--- src/rtl/watch_time_counter.sv ---
// Time-of-day counter for the watch: packed-BCD hours/minutes/seconds advanced
// on every clk1hz edge, with a SET mode for stepping minutes and hours.
module watch_time_counter #(
  parameter logic [7:0] RESET_HOUR = 8'h12,
  parameter logic [7:0] RESET_MIN  = 8'h00
) (
  input  logic       clk1hz,
  input  logic       rst,
  input  logic       set_time,
  input  logic       inc_min,
  input  logic       inc_hour,
  output logic [7:0] hour,
  output logic [7:0] min,
  output logic [7:0] sec,
  output logic       min_tick,
  output logic       state_dbg
);

  typedef enum logic {
    ST_RUN = 1'b0,
    ST_SET = 1'b1
  } state_e;

  state_e     state_q, state_d;
  logic [7:0] hour_q, hour_d;
  logic [7:0] min_q, min_d;
  logic [7:0] sec_q, sec_d;
  logic       tick_q, tick_d;

  // BCD increment for 00..59 fields; 59 wraps to 00.
  function automatic logic [7:0] bcd_inc_60(input logic [7:0] v);
    logic [7:0] r;
    if (v[3:0] == 4'd9) begin
      r = (v[7:4] == 4'd5) ? 8'h00 : {v[7:4] + 4'd1, 4'd0};
    end else begin
      r = {v[7:4], v[3:0] + 4'd1};
    end
    return r;
  endfunction

  // BCD increment for hours; only 23 wraps, 19 -> 20 is an ordinary tens carry.
  function automatic logic [7:0] bcd_inc_24(input logic [7:0] v);
    logic [7:0] r;
    if (v == 8'h23) begin
      r = 8'h00;
    end else if (v[3:0] == 4'd9) begin
      r = {v[7:4] + 4'd1, 4'd0};
    end else begin
      r = {v[7:4], v[3:0] + 4'd1};
    end
    return r;
  endfunction

  // The mode applied on an edge is the level of set_time at that edge, so a
  // rollover coinciding with set_time rising is handled as SET.
  always_comb begin
    state_d = set_time ? ST_SET : ST_RUN;
    hour_d  = hour_q;
    min_d   = min_q;
    sec_d   = sec_q;
    tick_d  = 1'b0;
    if (set_time) begin
      sec_d = 8'h00;
      if (inc_min) begin
        min_d = bcd_inc_60(min_q);
      end
      if (inc_hour) begin
        hour_d = bcd_inc_24(hour_q);
      end
    end else begin
      sec_d = bcd_inc_60(sec_q);
      if (sec_q == 8'h59) begin
        min_d  = bcd_inc_60(min_q);
        tick_d = 1'b1;
        if (min_q == 8'h59) begin
          hour_d = bcd_inc_24(hour_q);
        end
      end
    end
  end

  always_ff @(posedge clk1hz) begin
    if (rst) begin
      state_q <= ST_RUN;
      hour_q  <= RESET_HOUR;
      min_q   <= RESET_MIN;
      sec_q   <= 8'h00;
      tick_q  <= 1'b0;
    end else begin
      state_q <= state_d;
      hour_q  <= hour_d;
      min_q   <= min_d;
      sec_q   <= sec_d;
      tick_q  <= tick_d;
    end
  end

  assign hour      = hour_q;
  assign min       = min_q;
  assign sec       = sec_q;
  assign min_tick  = tick_q;
  assign state_dbg = state_q;

endmodule

--- config.mk ---
export PLATFORM = sky130hd
export DESIGN_NAME = watch_time_counter
export DESIGN_NICKNAME = d
export VERILOG_FILES = /design/src/rtl/watch_time_counter.sv
export SDC_FILE = /design/constraint.sdc
export NUM_CORES = 1
export LEC_CHECK = 0
export BUFFER_PORTS_ARGS = -buffer_cell sky130_fd_sc_hd__buf_2
export CAP_MARGIN = 30
export CORE_MARGIN = 4
export CORE_UTILIZATION = 55
export CTS_BUF_LIST = sky130_fd_sc_hd__clkbuf_16
export DETAILED_ROUTE_END_ITERATION = 10
export GPL_ROUTABILITY_DRIVEN = 1
export PLACE_DENSITY_LB_ADDON = 0.1
export SLEW_MARGIN = 20
export SYNTH_ARGS = -nofsm -noshare
export SYNTH_HDL_FRONTEND = slang
export SYNTH_SLANG_ARGS = --single-unit
--- constraint.sdc ---
create_clock -name clk1hz -period 4.3 [get_ports clk1hz]
set_input_delay 0.43 -clock clk1hz [delete_from_list [all_inputs] [get_ports clk1hz]]
set_output_delay 0.43 -clock clk1hz [all_outputs]
set_load 0.005 [all_outputs]
# ---- Word-level counts from Yosys, hierarchy flattened
# Index checks and enable logic that the tools add are counted.
dict set report totals {
  regBits 26
  inputBits 5
  output_inout_bits 26
  word_cells 42
}
dict set report op_classes {
  addsub 6
  eq_ne 10
  n_mux 15
  reduce_logical 5
}
# cell count
set op_table {}
lappend op_table {{two-way mux 8 bit} 12}
lappend op_table {{adder 4 x 1 -> 4 bit, second input constant} 6}
lappend op_table {{equality test 8 x 7 -> 1 bit, second input constant} 2}
lappend op_table {{equality test 4 bit, second input constant} 3}
lappend op_table {{equality test 4 x 3 -> 1 bit, second input constant} 2}
lappend op_table {{equality test 8 x 6 -> 1 bit, second input constant} 1}
lappend op_table {{two-way mux 4 bit} 1}
lappend op_table {{!= test 2 x 1 -> 1 bit, second input constant} 2}
lappend op_table {{nonzero test 2 bit} 2}
lappend op_table {{AND reduction 3 bit} 1}
lappend op_table {{two-way mux 1 bit} 2}
lappend op_table {{AND reduction 2 bit} 1}
lappend op_table {{OR reduction 2 bit} 1}

# ---- Longest topological paths before layout
# Gate-level depths: netlist (run 1).
dict set report depth {
  depth_word 6
  ltp_mapped 9
  mapped_depth_nobuf 7
}

# ---- Worst setup path after synthesis (run 1)
# OpenSTA, ideal clock, no wires.
dict set report synth_path {
  path_type {in2reg}
  startpoint {input set_time}
  endpoint {register hour_q[3], in the netlist hour[3]}
  setup_ps 81
  t_arrival_ps 2155
  required_ps 4219
  path_slack_ps 2065
  stages 5
  path_buffers 0
  path_cell_list {or4b_1 -> or4_1 -> o21a_1 -> or4b_1 -> a41oi_1}
}
dict set report synth_via {
  elab_chain_len 2
  word_cells_on_any_way 5
  classes_between {1 x eq/ne; 1 x mux; 3 x reduce/logical}
}
# item line
set synth_lines {}
lappend synth_lines {{from (decl)} 9} ;# input logic set_time,
lappend synth_lines {{!= test 2 x 1 -> 1 bit (no line) / nonzero test 2 bit (equally long branches)} --}
lappend synth_lines {{AND reduction 3 bit (no line)} --}
lappend synth_lines {{to (signal assigned)} 91} ;# hour_q <= hour_d;
lappend synth_lines {{to (decl)} 25} ;# logic [7:0] hour_q, hour_d;
# Several ways; a longest one is shown, not always the timed one.
# A chain may end at the register's enable or synchronous reset.

# ---- Worst setup path in the final report (run 1)
dict set report layout_path {
  startpoint {register min_q[5], in the netlist min[5]}
  endpoint {register hour_q[3], in the netlist hour[3]}
}
dict set report layout_via {
  elab_chain_len 3
}
# item line
set layout_lines {}
lappend layout_lines {{from (decl)} 26} ;# logic [7:0] min_q, min_d;
lappend layout_lines {{from (signal assigned)} 92} ;# min_q <= min_d;
lappend layout_lines {{equality test 8 x 7 -> 1 bit} 75} ;# if (min_q == 8'h59) begin
lappend layout_lines {{nonzero test 2 bit (no line)} --}
lappend layout_lines {{AND reduction 3 bit (no line)} --}
# Every way passes these cells.

==> results summary, run 1 <==
The flow ran to the end, and the final reports show no timing, DRC or antenna violations. On the worst path, the slowest cell contributes a delay of 520 ps. The number of primary I/O pins is 31. The die area is around 3000 µm².

The number of levels in the clock H-tree came out at 1. The floorplan row count came out at 16. The floorplan step set the die height to ~55 µm. The tool flagged a number of max-cap violations equal to 0.

TritonCTS built the clock tree. In the synthesized netlist the dominant register cell turns out to be dfxtp_1. For the worst-skew pair, the clock arrives at the later sink with an insertion delay of about 260 ps. The fmax came out at 411 MHz.

The total power divided by cell area came out at ~370 nW/µm². The core footprint came out at about 2000 µm². In the final layout, the share of cells above drive strength 1 is 0.224.

The maximum number of pins on one net before global-route repair is 21. The maximum buffer depth of the clock tree is 2. Once placement completed, the tool counted placed cells totaling 193. The mean routed wirelength per cell is approximately 13 µm. The final core utilization came out at 0.729.

Clock-pin slew was measured on the worst setup and hold paths at ~70 ps. The number of warnings printed during yosys synthesis came out at 0. The number of antenna violations at the first check in global routing was 0.

The number of nets produced by synthesis came out at 150. The setup TNS after final layout is 0 ps. The cell that appears most often on the critical path is or4b_1. The count of hold buffers inserted by post-cts repair is 0.

Total power for the finished layout comes to about 540 µW. The CTS sink count is 26. The via count of the first global-routing pass is 1022. Synthesis inferred 26 register bits. Summed over all nets, the half-perimeter wirelength after detailed placement is ~1.8 mm. STA classifies the critical path endpoint as a flip-flop.

The worst supply voltage drop on vdd is roughly 0.00035 V. The number of antenna cells inserted is 0. After detailed routing, the number of remaining DRC violations is 0. The remaining antenna violation count after routing came out at 0. Input and output buffers added on the ports amount to 30. The buffer count from post-CTS setup fixing came out at 0. The static power due to leakage came out at between 0.6 and 0.7 nW.

Counting flops with an async set or reset pin after synthesis yields a share of 0. The initial core utilization came out at 0.600. The critical path is of the flip-flop to flip-flop type. The netlist uses 35 different library cells. The mean number of vias per cell is 5.48. The first TritonRoute pass finished after 4 iterations. The final global-route overflow total came out at 0. The width of the chip came out at 55.2 µm.

Traced cell by cell, the critical path runs through or4b_1, or4_1, o21a_1, or4b_1, a41oi_1. The post-place instance area is 1380 µm². The worst-case setup margin in the final layout is about 1900 ps. The slew at the pin with the worst max-slew slack came out at 740 ps. The cell chosen for the clock root is clkbuf_16. The area added between synthesis and finish came out at 21.5%. The data arrival time of the critical path is 2610 ps. In this run, synthesis inferred 0 flip-flops with an integrated enable. The worst clock skew on the final layout is between 3 and 4 ps.

The overall global routing resource usage came out at 0.193. At the end of the flow, the number of nets in the layout was 180. The final max-slew violation count was 0.

The placer congestion estimate came out at 0.761. In the finished design, the share of the clock period the worst path needs comes to 0.566. The first global-routing pass estimated roughly 4.2 mm of wire. Setup repair after global routing left no endpoint under its margin. The summed area of non-filler cells in the final layout came out at between 1000 and 1500 µm². The total standard cell area after synthesis is ~1200 µm².

After detailed routing, the total wire length is around 2.6 mm. Synthesis handed over a netlist of approximately 140 instances. Before CTS, the worst setup slack after placement is ~1700 ps. The via total after detailed routing came out at about 1100. The final hold slack came out at between 500 and 600 ps. For this block, the initial DRC count from the detailed router was 11.

The tightest slew margin relative to the limit came out at 0.501. The number of buffers created by CTS is 3. The mean cell area of the mapped netlist came out at 8.69 µm². The post-synthesis sequential area ratio is 0.425. The startpoint type of the worst setup path is a flip-flop. Along the worst path, the maximum fanout reaches 13. The required time at the endpoint of the critical path came out at 4480 ps.

The slowest stage of the critical path belongs to the cell or4b_1. The final setup violation count came out at 0. The clock period minus worst slack is 2430 ps.

The final number of hold-violating endpoints is 0. The number of standard cells in the layout, taps in and fillers out is approximately 200. The number of instances resized during post-cts repair came out at 0. The tightest min-delay check is of the flip-flop to flip-flop type.
## flip-flops by register name, summed over array words and instances (netlist names)
signal,cells
sec,8
hour,8
min_tick,1
state_dbg,1
min,8
## worst paths after layout
path / startpoint / to / slack, ps / cells after the start
setup / recovery: min[5] / hour[3] / 1870 / 5
hold / removal: sec[0] / sec[0] / 500 / 1
setup reg to reg: min[5] / hour[3] / 1870 / 5
hold reg to reg: sec[0] / sec[0] / 500 / 1
## where the power goes
group	internal [mW]	switching [mW]	total [mW]
Clock	0.185	0.0815	0.267
Sequential	0.246	0.00647	0.252
Combinational	0.0111	0.0148	0.0260
Total	0.442	0.103	0.545
## worst max-delay path: cells and delay by family, from the launching register on
kind,cells,cell delay (ps)
flops,1,360
compound gates,2,540
simple gates,3,1460
## synthesized netlist by cell type, types with 2 or more instances
cell	count	area, µm²
a21oi_1	11	55.1
a311oi_1	2	17.5
clkbuf_1	4	15.0
dfxtp_1	26	521
ha_1	4	50.1
inv_1	5	18.8
mux2i_1	2	20.0
nand2_1	11	41.3
nand2b_1	6	37.5
nand3_1	8	40.0
nor2_1	18	67.6
nor2b_1	5	31.3
nor3_1	2	10.0
o21ai_0	3	15.0
o31ai_1	3	22.5
or2_2	2	12.5
or4_1	4	30.0
or4b_1	2	20.0
xnor2_1	3	26.3
xor2_1	5	43.8
## final cells by class
class,count,area [µm²]
clock inverter,1,30.0
multi-input combinational,105,659
fill,167,554
inverter,5,18.8
timing repair buffer,30,150
sequential,26,520
clock buffer,3,75.1
tap,27,33.8
## metal layers
layer,GRT usage,up-vias,share of wire
met5,0,-,0
met4,0.0972,0,0.016
met3,0.0402,4,0.044
met2,0.339,30,0.50
met1,0.220,494,0.44
li1,-,551,-
## cells by family (layout without fill, tap and decap cells)
kind of cell | Yosys count | after routing | synth area share
AND/OR/NAND/NOR | 66 | 66 | 0.287
AO/OA/AOI/OAI | 25 | 25 | 0.137
XOR/XNOR | 8 | 8 | 0.0572
flip-flops | 26 | 26 | 0.425
buffers and inverters | 10 | 39 | 0.0368
multiplexers | 2 | 2 | 0.0163
adder cells (fa/ha/maj) | 4 | 4 | 0.0409
## placed cells by master (no fill, tap or decap), types with 2 or more instances in the layout
cell        n
xor2_1      5
dfxtp_1    26
o21ai_0     3
o31ai_1     3
a21oi_1    11
clkbuf_16   3
nor2b_1     5
nor2_1     18
buf_2      30
nand3_1     8
nand2_1    11
ha_1        4
xnor2_1     3
a311oi_1    2
inv_1       5
nand2b_1    6
or4b_1      2
or4_1       4
nor3_1      2
mux2i_1     2
or2_2       2
No activity file was read; power rests on OpenSTA's default activity.
==> inputs of run 2 (changes only) <==
--- a/config.mk
+++ b/config.mk
@@ -5,10 +5,11 @@
 export SDC_FILE = /design/constraint.sdc
 export NUM_CORES = 1
 export LEC_CHECK = 0
+export ABC_AREA = 1
 export BUFFER_PORTS_ARGS = -buffer_cell sky130_fd_sc_hd__buf_2
 export CAP_MARGIN = 30
 export CORE_MARGIN = 4
-export CORE_UTILIZATION = 55
+export CORE_UTILIZATION = 47
 export CTS_BUF_LIST = sky130_fd_sc_hd__clkbuf_16
 export DETAILED_ROUTE_END_ITERATION = 10
 export GPL_ROUTABILITY_DRIVEN = 1
==> constraint.sdc (replaced) <==
create_clock -name clk1hz -period 2 [get_ports clk1hz]
set_input_delay 0.2 -clock clk1hz [delete_from_list [all_inputs] [get_ports clk1hz]]
set_output_delay 0.2 -clock clk1hz [all_outputs]
set_load 0.005 [all_outputs]
==> run 2 against run 1 <==
Sequential power increased by 110%. Via count increased by 19%. Register-to-register slack got worse by 1500 ps. Clock skew decreased by 2.6 ps. Die area increased by 25%. Critical endpoint is now min[5]. Power increased by 88%.
==> results summary, run 2 <==
The maximum buffer depth of the clock tree came out at 2. The number of primary I/O pins came out at 31. The worst clock skew on the final layout is between 1 and 1.5 ps. Sorting the synthesized cells by how often they occur yields 45 x nand2_1, 28 x nor2_1, 26 x dfxtp_1. The path class of the tightest hold or removal check is input port to flip-flop. The die area came out at about 3800 µm².

The period utilization came out at 0.832. The worst-case setup margin in the final layout is around 340 ps. The required time at the endpoint of the critical path is 2130 ps. The number of antenna violations at the first check in global routing came to 0. The sum of net half-perimeters after detailed placement came out at 2.14 mm. The number of nets in the final layout is ~240.

The number of warnings printed during yosys synthesis is 0. The number of port buffers is 30. The setup slack of the most critical reg-to-reg path came out at around 340 ps. The filler cells instantiated in the layout total approximately 290. Across every metal layer, demand over resource in global routing totals 0.163. The placer congestion estimate came out at 0.797.

Including well taps, the total number of placed cells is 254. The max-cap check violation count is 0. The tightest slew margin relative to the limit is 0.783. The worst register-to-register path begins at sec[0].

The final number of hold-violating endpoints is 0. The final global-route overflow total came out at 0. The endpoint of the worst hold-timing path is state_dbg. The tree is rooted in a clkbuf_16. The final layout contains routed wiring with a total length of roughly 2.7 mm. The relative contribution of the clock network to total power came out at 0.416. The first routing iteration left 91 violations. The flow ran to the end, and the final reports show no timing, DRC or antenna violations.

The mean cell area of the mapped netlist is 6.97 µm². The count of hold buffers inserted by post-cts repair is 0. The share of synthesized area in the top cell type comes to 0.383.

The part of the total power dissipated in sequential elements came out at 0.522. The maximum fanout along the worst path came out at 12. In this run the critical register-to-register path is captured at min[5].

The design internal power came out at 812 µW. The number of instances resized during post-cts repair came out at 0. The clock-pin slew reported for the worst setup and hold paths after clock tree synthesis is roughly 60 ps. The area added between synthesis and finish came out at 18.3%. The clock period minus worst slack came out at 1660 ps. The final max-slew violation count came out at 0. The number of flops mapped to enable cells by yosys is 0. The mean routed wirelength per cell is about 11 µm. The CTS sink count is 26. The critical path capture point type is a flip-flop.

The data arrival time of the critical path is between 1500 and 2000 ps. The number of buffers created by CTS came out at 3. The via total after detailed routing is between 1000 and 1500.

The hold path depth came out at 2. Adding up every negative setup slack in the final design gives 0 ps. Leaving out fill and tap cells, the most frequent cell in the layout is nand2_1.

Setup repair after global routing left no endpoint under its margin. Setup violations remaining at the end of the flow were counted as 0. The number of standard cells in the layout, taps in and fillers out is ~260. The library cells used most frequently in the layout, excluding fill and tap cells, are 45 x nand2_1, 30 x buf_2, 28 x nor2_1, 26 x dfxtp_1, 23 x inv_1. In this run the cell area measured after placement is about 1500 µm². The synthesized instance count came out at ~200. The worst reg-to-reg path cell count is 8. Of all cell types, the one taking the most synthesized area is dfxtp_1.

The remaining antenna violation count after routing is 0. For the pin with the worst max-slew slack, the measured transition is 324 ps. The summed area of non-filler cells in the final layout is approximately 1600 µm². In the post-synthesis netlist, the biggest area contributors are dfxtp_1 38%, nand2_1 12%, nor2_1 7.7%.

The worst supply voltage drop on vdd came out at roughly 0.00058 V. The mapped netlist covers 1360 µm². The initial core utilization is 0.493. By instance count, the leading cell after synthesis is nand2_1. The first global-routing pass estimated 4.66 mm of wire.

The part of the power in combinational logic came out at 0.062. The core footprint is roughly 2800 µm². The post-synthesis async set-or-reset flop share is 0. The worst setup path is launched from a flip-flop. In this run the power density over the cells is approximately 640 nW/µm². The number of nets produced by synthesis came out at ~200. The mean number of vias per cell is 4.98. The maximum number of pins on one net before global-route repair is 15.

The via count of the first global-routing pass is ~1100. In this run, distinct cell masters in the synthesized netlist total 27. The number of levels in the clock H-tree is 1. The total DRC errors in the routed layout came out at 0.

The floorplan row count came out at 19. The share of layout cells above drive strength 1 is 0.204. The number of synthesized register bits came out at 26. The primary flip-flop cell chosen by synthesis mapping is dfxtp_1. Clock latency on the worst-skew pair, taken at its later pin, is roughly 250 ps. The power consumption is approximately 1.0 mW. The width of the chip is slightly above 60 µm. The power dissipated by switching net loads is approximately 210 µW. The static power due to leakage came out at between 0.7 and 0.8 nW. The die outline height is slightly above 60 µm.

In this run the most critical hold path is launched from rst. The fmax is between 600 and 700 MHz. Of the synthesized area, sequential elements account for 0.383. The buffer count from post-CTS setup fixing is 0. The number of antenna cells inserted came out at 0. The category of the most critical setup path is flip-flop to flip-flop. TritonCTS built the clock tree. The first detailed-routing pass took 4 iterations. Timing analysis after detailed placement gives a worst setup slack of between 300 and 400 ps.

The net switching share of the total power is 0.207.
[run 2: cell type report]
class,count,area (µm²),share of cell area
timing repair buffer,30,150,0.0934
inverter,25,93.8,0.0584
sequential,26,520,0.324
multi-input combinational,142,729,0.454
tap,31,38.8,0.0241
clock buffer,3,75.1,0.0467
[run 2: power by group through the flow]
| stage | Combinational (mW) | Sequential, mW | Clock, mW |
|---|---|---|---|
| 2_1_floorplan | 0.0427 | 0.546 | 0 |
| 3_3_place_gp | 0.0631 | 0.545 | 0 |
| 3_5_place_dp | 0.0637 | 0.546 | 0 |
| 4_1_cts | 0.0641 | 0.534 | 0.441 |
| 5_1_grt | 0.0745 | 0.536 | 0.465 |
| 6_report | 0.0634 | 0.535 | 0.426 |
[run 2: metal layers]
layer | up-vias | track usage | wire (µm)
met3 | 4 | 0.0331 | 108
met2 | 22 | 0.271 | 1270
met5 | - | 0 | 0
met1 | 569 | 0.202 | 1330
met4 | 0 | 0.0758 | 39
li1 | 684 | - | -
[run 2: stage by stage]
stage / utilization / hold slack [ps]
global placement: 0.556 / 457
floorplan: - / 363
detailed placement: 0.556 / 475
finish: 0.583 / 309
CTS: 0.583 / 311
global route: 0.583 / 322
[run 2: cell families after synthesis]
logic type / count (synthesis) / synth area share
fa+ha+maj: 4 / 0.0368
simple gates: 105 / 0.352
compound gates: 28 / 0.116
xor+xnor: 5 / 0.0322
buf+inv: 27 / 0.0801
flops: 26 / 0.383
[run 2: worst max-delay path by stage]
stage,cells past startpoint,startpoint,to,slack [ps]
floorplan,10,sec[0],hour[1],580
global placement,8,sec[0],min[4],430
detailed placement,8,sec[0],min[5],340
CTS,8,sec[0],min[5],340
global route,8,sec[0],min[2],140
finish,8,sec[0],min[5],340
[run 2: critical path, cell delays in order, from the launching register on]
cell	delay, ps
dfxtp_1	400
ha_1	210
nand2_2	70
nor2_4	130
nand3_4	120
o21ai_4	310
nand2_1	160
nand2_1	100
a21oi_1	60
